## src/rtl/robm_action_queue_pkg.sv

```systemverilog
// ============================================================================
// Module   : robm_action_pkg
// Purpose  : Shared action-vector type and bit-index constants for robm.
// Revision : 1.0 - initial release
// ============================================================================
`default_nettype none

package robm_action_pkg;

    localparam int ACT_W = 10;

    typedef logic [ACT_W-1:0] act_t;

    localparam int ACT_Y1  = 0;
    localparam int ACT_Y2  = 1;
    localparam int ACT_Y3  = 2;
    localparam int ACT_Y4  = 3;
    localparam int ACT_Y5  = 4;
    localparam int ACT_Y6  = 5;
    localparam int ACT_Y7  = 6;
    localparam int ACT_Y8  = 7;
    localparam int ACT_Y9  = 8;
    localparam int ACT_Y10 = 9;

    localparam act_t ACT_IDLE = '0;

endpackage

`default_nettype wire

```

## src/rtl/robm_action_queue_if.sv

```systemverilog
// ============================================================================
// Module   : robm_action_queue_if
// Purpose  : Controller/actuator bus of the action queue (slave = queue side).
// Revision : 1.0 - initial release
// ============================================================================
`default_nettype none

interface robm_action_queue_if #(
    parameter int DEPTH = 8
);
    import robm_action_pkg::*;

    localparam int c_CNT_W = $clog2(DEPTH) + 1;

    act_t               y_in;
    act_t               act_data;
    logic               act_valid;
    logic               act_ready;
    logic [c_CNT_W-1:0] count;
    logic               ovf;
    logic               ovf_clr;

    modport master (
        output y_in, act_ready, ovf_clr,
        input  act_data, act_valid, count, ovf
    );

    modport slave (
        input  y_in, act_ready, ovf_clr,
        output act_data, act_valid, count, ovf
    );

endinterface

`default_nettype wire

```

## src/rtl/robm_action_fifo_core.sv

```systemverilog
// ============================================================================
// Module   : robm_action_fifo_core
// Purpose  : Count-based FIFO storage, pointers and push/pop acceptance.
// Revision : 1.0 - initial release
// ============================================================================
`default_nettype none

module robm_action_fifo_core #(
    parameter int DEPTH = 8,
    parameter int DW    = 10
) (
    input  wire logic                     clk,
    input  wire logic                     rst,
    input  wire logic                     push,
    input  wire logic                     pop_req,
    input  wire logic [DW-1:0]            wdata,
    output logic      [DW-1:0]            rdata,
    output logic                          valid,
    output logic      [$clog2(DEPTH):0]   count,
    output logic                          push_acc
);

    localparam int                 c_PTR_W = $clog2(DEPTH);
    localparam int                 c_CNT_W = c_PTR_W + 1;
    localparam logic [c_CNT_W-1:0] c_FULL  = c_CNT_W'(DEPTH);

    logic [DW-1:0]      r_mem [DEPTH];
    logic [c_PTR_W-1:0] r_rd_ptr;
    logic [c_PTR_W-1:0] r_wr_ptr;
    logic [c_CNT_W-1:0] r_count;

    logic w_empty;
    logic w_full;
    logic w_pop;
    logic w_push_acc;

    assign w_empty    = (r_count == '0);
    assign w_full     = (r_count == c_FULL);
    assign w_pop      = !w_empty && pop_req;
    // A full queue still takes a push when the head leaves in the same cycle.
    assign w_push_acc = push && (!w_full || w_pop);

    always_ff @(posedge clk) begin
        if (!rst) begin
            r_rd_ptr <= '0;
            r_wr_ptr <= '0;
            r_count  <= '0;
        end else begin
            if (w_pop)
                r_rd_ptr <= r_rd_ptr + 1'b1;
            if (w_push_acc)
                r_wr_ptr <= r_wr_ptr + 1'b1;
            if (w_push_acc && !w_pop)
                r_count <= r_count + 1'b1;
            else if (w_pop && !w_push_acc)
                r_count <= r_count - 1'b1;
        end
    end

    always_ff @(posedge clk) begin
        if (rst && w_push_acc)
            r_mem[r_wr_ptr] <= wdata;
    end

    assign rdata    = w_empty ? '0 : r_mem[r_rd_ptr];
    assign valid    = !w_empty;
    assign count    = r_count;
    assign push_acc = w_push_acc;

endmodule

`default_nettype wire

```

## src/rtl/robm_action_queue.sv

```systemverilog
// ============================================================================
// Module   : robm_action_queue
// Purpose  : Captures non-zero robm action vectors into a FIFO toward the
//            actuator; sticky overflow flag. Option macro: ACT_COALESCE_EN.
// Revision : 1.0 - initial release
// ============================================================================
`default_nettype none

module robm_action_queue
    import robm_action_pkg::*;
#(
    parameter int DEPTH = 8
) (
    input  wire logic           clk,
    input  wire logic           rst,
    robm_action_queue_if.slave  bus
);

    logic w_push_req;
    logic w_push;
    logic w_push_acc;
    logic r_ovf;

    assign w_push_req = (bus.y_in != ACT_IDLE);

`ifdef ACT_COALESCE_EN
    act_t r_last;
    logic r_prev_nz;
    logic w_suppress;

    // A repeat of the last stored vector is one action held over several cycles.
    assign w_suppress = r_prev_nz && (bus.y_in == r_last);
    assign w_push     = w_push_req && !w_suppress;

    always_ff @(posedge clk) begin
        if (!rst) begin
            r_last    <= ACT_IDLE;
            r_prev_nz <= 1'b0;
        end else begin
            r_prev_nz <= w_push_req;
            if (w_push_acc)
                r_last <= bus.y_in;
        end
    end
`else
    assign w_push = w_push_req;
`endif

    robm_action_fifo_core #(
        .DEPTH (DEPTH),
        .DW    (ACT_W)
    ) u_fifo (
        .clk      (clk),
        .rst      (rst),
        .push     (w_push),
        .pop_req  (bus.act_ready),
        .wdata    (bus.y_in),
        .rdata    (bus.act_data),
        .valid    (bus.act_valid),
        .count    (bus.count),
        .push_acc (w_push_acc)
    );

    always_ff @(posedge clk) begin
        if (!rst)
            r_ovf <= 1'b0;
        else if (w_push && !w_push_acc)
            r_ovf <= 1'b1;
        else if (bus.ovf_clr)
            r_ovf <= 1'b0;
    end

    assign bus.ovf = r_ovf;

endmodule

`default_nettype wire

```

## src/flat_wrapper.sv

```systemverilog
// flat-port wrapper written by rule: the top's interface ports become plain ports
module robm_action_queue_flat import robm_action_pkg::*;
#(
    parameter int DEPTH = 8
)
  (clk, rst, bus_y_in, bus_act_ready, bus_ovf_clr, bus_act_data, bus_act_valid, bus_count, bus_ovf);
  robm_action_queue_if #(.DEPTH(DEPTH)) bus_i ();
  input  wire logic clk;
  input  wire logic rst;
  input wire logic [$bits(bus_i.y_in)-1:0] bus_y_in;
  input wire logic [$bits(bus_i.act_ready)-1:0] bus_act_ready;
  input wire logic [$bits(bus_i.ovf_clr)-1:0] bus_ovf_clr;
  output wire logic [$bits(bus_i.act_data)-1:0] bus_act_data;
  output wire logic [$bits(bus_i.act_valid)-1:0] bus_act_valid;
  output wire logic [$bits(bus_i.count)-1:0] bus_count;
  output wire logic [$bits(bus_i.ovf)-1:0] bus_ovf;
  assign bus_i.y_in = bus_y_in;
  assign bus_i.act_ready = bus_act_ready;
  assign bus_i.ovf_clr = bus_ovf_clr;
  assign bus_act_data = bus_i.act_data;
  assign bus_act_valid = bus_i.act_valid;
  assign bus_count = bus_i.count;
  assign bus_ovf = bus_i.ovf;
  robm_action_queue #(.DEPTH(DEPTH)) u_core (.clk(clk), .rst(rst), .bus(bus_i));
endmodule
```

## config.mk

```make
export PLATFORM = sky130hd
export DESIGN_NAME = robm_action_queue_flat
export DESIGN_NICKNAME = d
export VERILOG_FILES = /design/src/rtl/robm_action_queue_pkg.sv /design/src/rtl/robm_action_queue_if.sv /design/src/rtl/robm_action_fifo_core.sv /design/src/rtl/robm_action_queue.sv /design/src/flat_wrapper.sv
export SDC_FILE = /design/constraint.sdc
export NUM_CORES = 1
export LEC_CHECK = 0
export ABC_AREA = 1
export BUFFER_PORTS_ARGS = -buffer_cell sky130_fd_sc_hd__buf_2
export CORE_UTILIZATION = 45
export CTS_CLUSTER_SIZE = 12
export DETAILED_ROUTE_END_ITERATION = 8
export GPL_ROUTABILITY_DRIVEN = 0
export PLACE_DENSITY = 0.65
export SLEW_MARGIN = 20
export SYNTH_ARGS = -nofsm -noshare
export SYNTH_HDL_FRONTEND = slang
export SYNTH_HIERARCHICAL = 1
export SYNTH_SLANG_ARGS = --single-unit
```

## constraint.sdc

```tcl
create_clock -name clk -period 1.8 [get_ports clk]
set_input_delay 0.09 -clock clk [delete_from_list [all_inputs] [get_ports clk]]
set_output_delay 0.09 -clock clk [all_outputs]
set_load 0.01 [all_outputs]
```

## Yosys cells after proc, flatten, opt, wreduce, memory -nomap -nowiden

Memory sizes are Yosys's and may differ from the RTL's. A register that Yosys moved wholly into a read port is not among the register bits.
Index checks and enable logic that the tools add are counted.

| word-level totals | value |
|---|---|
| bits in registers | 11 |
| memory bits (writable) | 80 |
| input port bits | 14 |
| output and inout port bits | 16 |
| logic and storage cells | 34 |
| memories kept | 1 |

| cells by class | value |
|---|---|
| add/subtract/negate cells | 4 |
| eq/ne operators | 1 |
| muxes and demuxes | 9 |
| reduce and logical (&&, ||, !) cells | 15 |

Memories:

| name | depth | bits a word | rd ports | clocked after memory_dff | wr ports | line | RTL |
|---|---|---|---|---|---|---|---|
| u_core.u_fifo.r_mem | 8 | 10 | 1 | 1 | 1 | robm_action_fifo_core.sv:27 | `logic [DW-1:0] r_mem [DEPTH];` |

Operator list:

| cell | number |
|---|---|
| $mux 10 | 1 |
| $reduce_bool 10->1 | 1 |
| $mux 4 | 2 |
| $add 3x1->3 const B | 2 |
| $logic_and 1x1->1 | 6 |
| $mux 3 | 2 |
| $add 4x1->4 const B | 1 |
| $eq 4x4->1 const B | 1 |
| $logic_not 1->1 | 4 |
| $logic_not 4->1 | 1 |
| $mux 1 | 4 |
| $reduce_bool 2->1 | 2 |
| $sub 4x1->4 const B | 1 |
| $logic_or 1x1->1 | 1 |

## Depth between registers and ports, before layout

| logic depth | value |
|---|---|
| depth after elaboration | 9 |
| depth in mapped cells | 15 |
| gate-level depth less buffers | 15 |

## By module

Netlist, hierarchy kept.

Modules (own cells, without submodules):

| module | times used | cells an instance | area an instance (µm²) | seq. area each (µm²) |
|---|---|---|---|---|
| robm_action_fifo_core | 1 | 425 | 4125.2 | 2662.6 |
| robm_action_queue | 1 | 14 | 77.6 | 20.0 |

## Least setup slack after synthesis

Ideal clock, no wire load.

| timing | value |
|---|---|
| path type | register to register |
| from | register u_core.u_fifo.r_count[1], in the netlist u_core/u_fifo/count[1] |
| to | register u_core.u_fifo.r_count[3], in the netlist u_core/u_fifo/count[3] |
| setup time | 0.109 ns |
| arrival | 1.852 ns |
| data required time | 1.691 ns |
| path slack | -0.161 ns |
| stages on the path, launching flop included | 13 |
| path buffers | 0 |
| clock period less this slack | 1.961 ns |
| path through | dfxtp_1 > nor2_2 > nand3_2 > nand2_2 > inv_1 > ha_1 > inv_1 > ha_1 > or2_2 > nand3_1 > nand3_1 > nand2_1 > inv_1 |

| between the ends | value |
|---|---|
| word-level cells in the longest chain between the ends | 8 |
| elaborated cells between the ends (all ways) | 16 |
| those cells by class | add/sub (2); eq/ne (1); mux (2); reduce/logical (11) |

Ends and longest elaborated chain:

| element | line | RTL |
|---|---|---|
| start: declaration | robm_action_fifo_core.sv:30 | `logic [c_CNT_W-1:0] r_count;` |
| start signal: assignment | robm_action_fifo_core.sv:54 | `r_count <= r_count + 1'b1;` |
| start signal: assignment | robm_action_fifo_core.sv:56 | `r_count <= r_count - 1'b1;` |
| $logic_not 4->1 | robm_action_fifo_core.sv:37 | `assign w_empty = (r_count == '0);` |
| $logic_not 1->1 | robm_action_fifo_core.sv:39 | `assign w_pop = !w_empty && pop_req;` |
| $logic_and 1x1->1 | robm_action_fifo_core.sv:39 |  |
| $logic_or 1x1->1 (*) | robm_action_fifo_core.sv:41 | `assign w_push_acc = push && (!w_full \|\| w_pop);` |
| $logic_and 1x1->1 (*) | robm_action_fifo_core.sv:41 |  |
| named net u_core.w_push_acc | robm_action_queue.sv:21 | `logic w_push_acc;` |
| $logic_not 1->1 | robm_action_fifo_core.sv:55 | `else if (w_pop && !w_push_acc)` |
| $logic_and 1x1->1 | robm_action_fifo_core.sv:55 |  |
| $reduce_bool 2->1 (no line) | n/a |  |

Mark *: on every way through the listed nets, which the timed path passes. The rest lies on a longest branch. The select of a mux whose other input is x is not followed.
A chain may end at the register's enable or synchronous reset.

## Worst setup path in the final report

| timing | value |
|---|---|
| from | register u_core.u_fifo.r_count[2], in the netlist u_core/u_fifo/count[2] |
| to | memory u_core.u_fifo.r_mem[5][0] (enable) |

| between the ends | value |
|---|---|
| word-level cells in the longest chain between the ends | 8 |
| elaborated cells between the ends (all ways) | 10 |
| those cells by class | eq/ne (1); mux (2); reduce/logical (7) |

Ends and longest elaborated chain:

| element | line | RTL |
|---|---|---|
| $logic_not 4->1 | robm_action_fifo_core.sv:37 |  |
| $logic_not 1->1 | robm_action_fifo_core.sv:39 |  |
| $logic_and 1x1->1 | robm_action_fifo_core.sv:39 |  |
| $logic_or 1x1->1 (*) | robm_action_fifo_core.sv:41 |  |
| $logic_and 1x1->1 (*) | robm_action_fifo_core.sv:41 |  |
| $logic_and 1x1->1 (*) | robm_action_fifo_core.sv:61 | `if (rst && w_push_acc)` |
| $mux 1 (*) | robm_action_fifo_core.sv:61 |  |
| $mux 1 (not written as such) (*) | robm_action_fifo_core.sv:62 | `r_mem[r_wr_ptr] <= wdata;` |
| end: declaration | robm_action_fifo_core.sv:27 |  |

Every way passes the cells marked *; elsewhere a longest branch is shown, timed or not.

==> out/qor.txt <==
Outcome - finished, final reports clean
Crit share post-route - 0.974
CTS HTree Levels - 3
Nature of the critical path startpoint - flop
CP required - 1770 ps
Max-slew violations - 0
Fin. Hold Viols - 0
DRC Markers - 0
WP data arrival - 1730 ps
Cells after synthesis - 439
Top cell type's share of synthesized area - 0.572
Routed Antenna Nets - 0
Clk sinks - 94
Max Cap Violations - 0
Final Power - 0.00649 W
Avg Cell Area, Syn - 9.57 sq um
Max_slew headroom - 0.357
Slew @ Worst Pin - 961 ps
Hold crit path type - input port to flop
CTS clock-pin slew for the worst setup and hold paths - 90 ps
Port Buffers - 29
Total congestion overflow - 0
Vias per cell - 4.80
Die H - 98.6 microns
Fill count - 782
Number of synthesized flops with an enable pin - 80
Critical path class - flop to flop
Syn_nets - 459
Area contributors post-synth - edfxtp_1 57%, nand2_1 14%, dfxtp_1 6.7%
Core footprint - 0.00889 sq mm
RSZ-0062 raised after global routing - true
Crit Path Max Fanout - 10
CTS tree - built
Initial Util - 0.473
Register area - 0.00269 sq mm
Crit. End Element - flop
Post-DR wirelength/cell - 15.0 microns
Fraction of layout cells with a size suffix above 1 - 0.219
First-pass GRT wire length - 15,000 microns
Async set-reset flop share out of synthesis - 0
TritonRoute pass-1 iters - 4
Synth warn - 6
Die width - 98.6 microns
Leak pwr - 2.28 nW
Unique masters post-synth - 25
Final antenna diode count - 0
Max Fclk - 570 MHz
IO Pins - 30
Clock Latency Late Sink - 350 ps
Main synth FF type - edfxtp_1
Area leader, netlist - edfxtp_1
Clock Skew - 9.48 ps
Nets - 526
Layout area overhead - 20.2%
Clock tree buffer depth - 2
Die Area - 0.00973 sq mm
Synth Register Bits - 94
Worst vdd ir - 0.00102 V
Initial antenna violation count - 0
Detailed-route via count - 2,969
Most common cell in the netlist - nand2_1
Cts bufs inserted - 9
Clock root cell - clkbuf_8
Pin count of the biggest net entering global routing - 41
Register area share after synthesis - 0.638
Setup violations, final - 0
Vias in the first global route - 2,843
Synth Cell Area - 0.00420 sq mm
Cell Pwr Density - 1280 mW/mm^2
FP Rows - 34
Dpl hpwl - 6060 microns
1st-iter DRT viols - 144
Routed WL - 9310 microns
All-Layer GR Usage - 0.208
Min cycle time layout - 1750 ps
Post-synth top cells - 162 x nand2_1, 80 x edfxtp_1, 54 x inv_1
Area of the multi-input gates - 0.00127 sq mm
Post-layout util - 0.568
==> power breakdown <==
part / leakage [nW] / internal, W / switching (W)
clock network: 0.104 / 0.000725 / 0.000718
registers: 0.844 / 0.00259 / 0.000107
logic: 1.33 / 0.000944 / 0.00140
total: 2.28 / 0.00426 / 0.00223
==> cell usage in the layout (no fill, tap or decap), drive strengths merged <==
cell and n:
edfxtp 80, buf 71, dlygate4sd3 1, ha 5
clkinvlp 1, xor2 3, inv 55, fa 1
bufinv 1, or2 3, o21bai 1, nand3 42
o21ai 2, nand3b 1, dfxtp 14, a21oi 7
clkinv 3, nor2 46, clkbuf 11, nand2 163
==> timing repair <==
item | in CTS | in global routing
endpoints found under the hold margin | 1 | 0
hold buffers | 1 | 0
pin swaps | 0 | 5
setup endpoints to repair | 10 | 29
setup buffers | 0 | 2
gates resized for setup | 6 | 11
==> worst max-delay path: stages (launching register included) <==
cell     delay (ps)
dfxtp_2         370
nor2_2           50
nand3_2          90
nand3_1         120
nor2_1          750
==> flip-flops by register name (all words and copies together) (netlist names), named ones only <==
name and cells:
u_core/u_fifo/r_wr_ptr 3, u_core/bus.ovf 1, u_core/u_fifo/count 4, u_core/u_fifo/r_mem 80
u_core/u_fifo/r_rd_ptr 3
==> kinds of logic (layout without fill, tap and decap cells) <==
group | Yosys count | in the layout | synth area share
and+or+nand+nor | 255 | 255 | 0.250
DFF | 94 | 94 | 0.638
buffers and inverters | 71 | 143 | 0.0732
AOI/OAI and AO/OA | 10 | 10 | 0.0125
adders and majority gates | 6 | 6 | 0.0196
xor gates and xnor gates | 3 | 3 | 0.00625
==> metal layers <==
layer  up-vias  GRT usage  share of wire
met1      1366      0.278           0.44
li1       1530          -              -
met3         2     0.0475          0.057
met2        71      0.349           0.50
met4         0     0.0448         0.0037
met5         -          0              0
==> worst paths after layout <==
| check | end | from | cells past startpoint | slack [ps] |
|---|---|---|---|---|
| max | u_core/u_fifo/r_mem[5][0] | u_core/u_fifo/count[2] | 4 | 50 |
| min | u_core/u_fifo/r_mem[5][9] | bus_y_in[9] | 2 | 70 |
| max reg2reg | u_core/u_fifo/r_mem[5][0] | u_core/u_fifo/count[2] | 4 | 50 |
| min reg2reg | u_core/bus.ovf | u_core/bus.ovf | 2 | 470 |
==> through the flow <==
step | worst slack [ps] | hold slack [ps] | area (sq um) | cells | setup TNS, ps
global placement | -142 | 341 | 4750 | 600 | -329
floorplan | 56.5 | 189 | 4240 | 439 | 0
global route | -37.3 | 78.1 | 5050 | 619 | -593
detailed placement | -175 | 344 | 4750 | 600 | -852
finish | 46.3 | 74.5 | 5050 | 619 | 0
CTS | 13.5 | 64.3 | 4990 | 617 | 0
==> cell type report <==
| cell class | instances | share of cell area |
|---|---|---|
| inverter | 55 | 0.0429 |
| tap | 108 | 0.0268 |
| clock buffer | 11 | 0.0302 |
| sequential | 94 | 0.533 |
| multi-input combinational | 274 | 0.251 |
| timing repair buffer | 72 | 0.105 |
| clock inverter | 5 | 0.0111 |
Note: power is estimated with default switching activity, not from simulation.
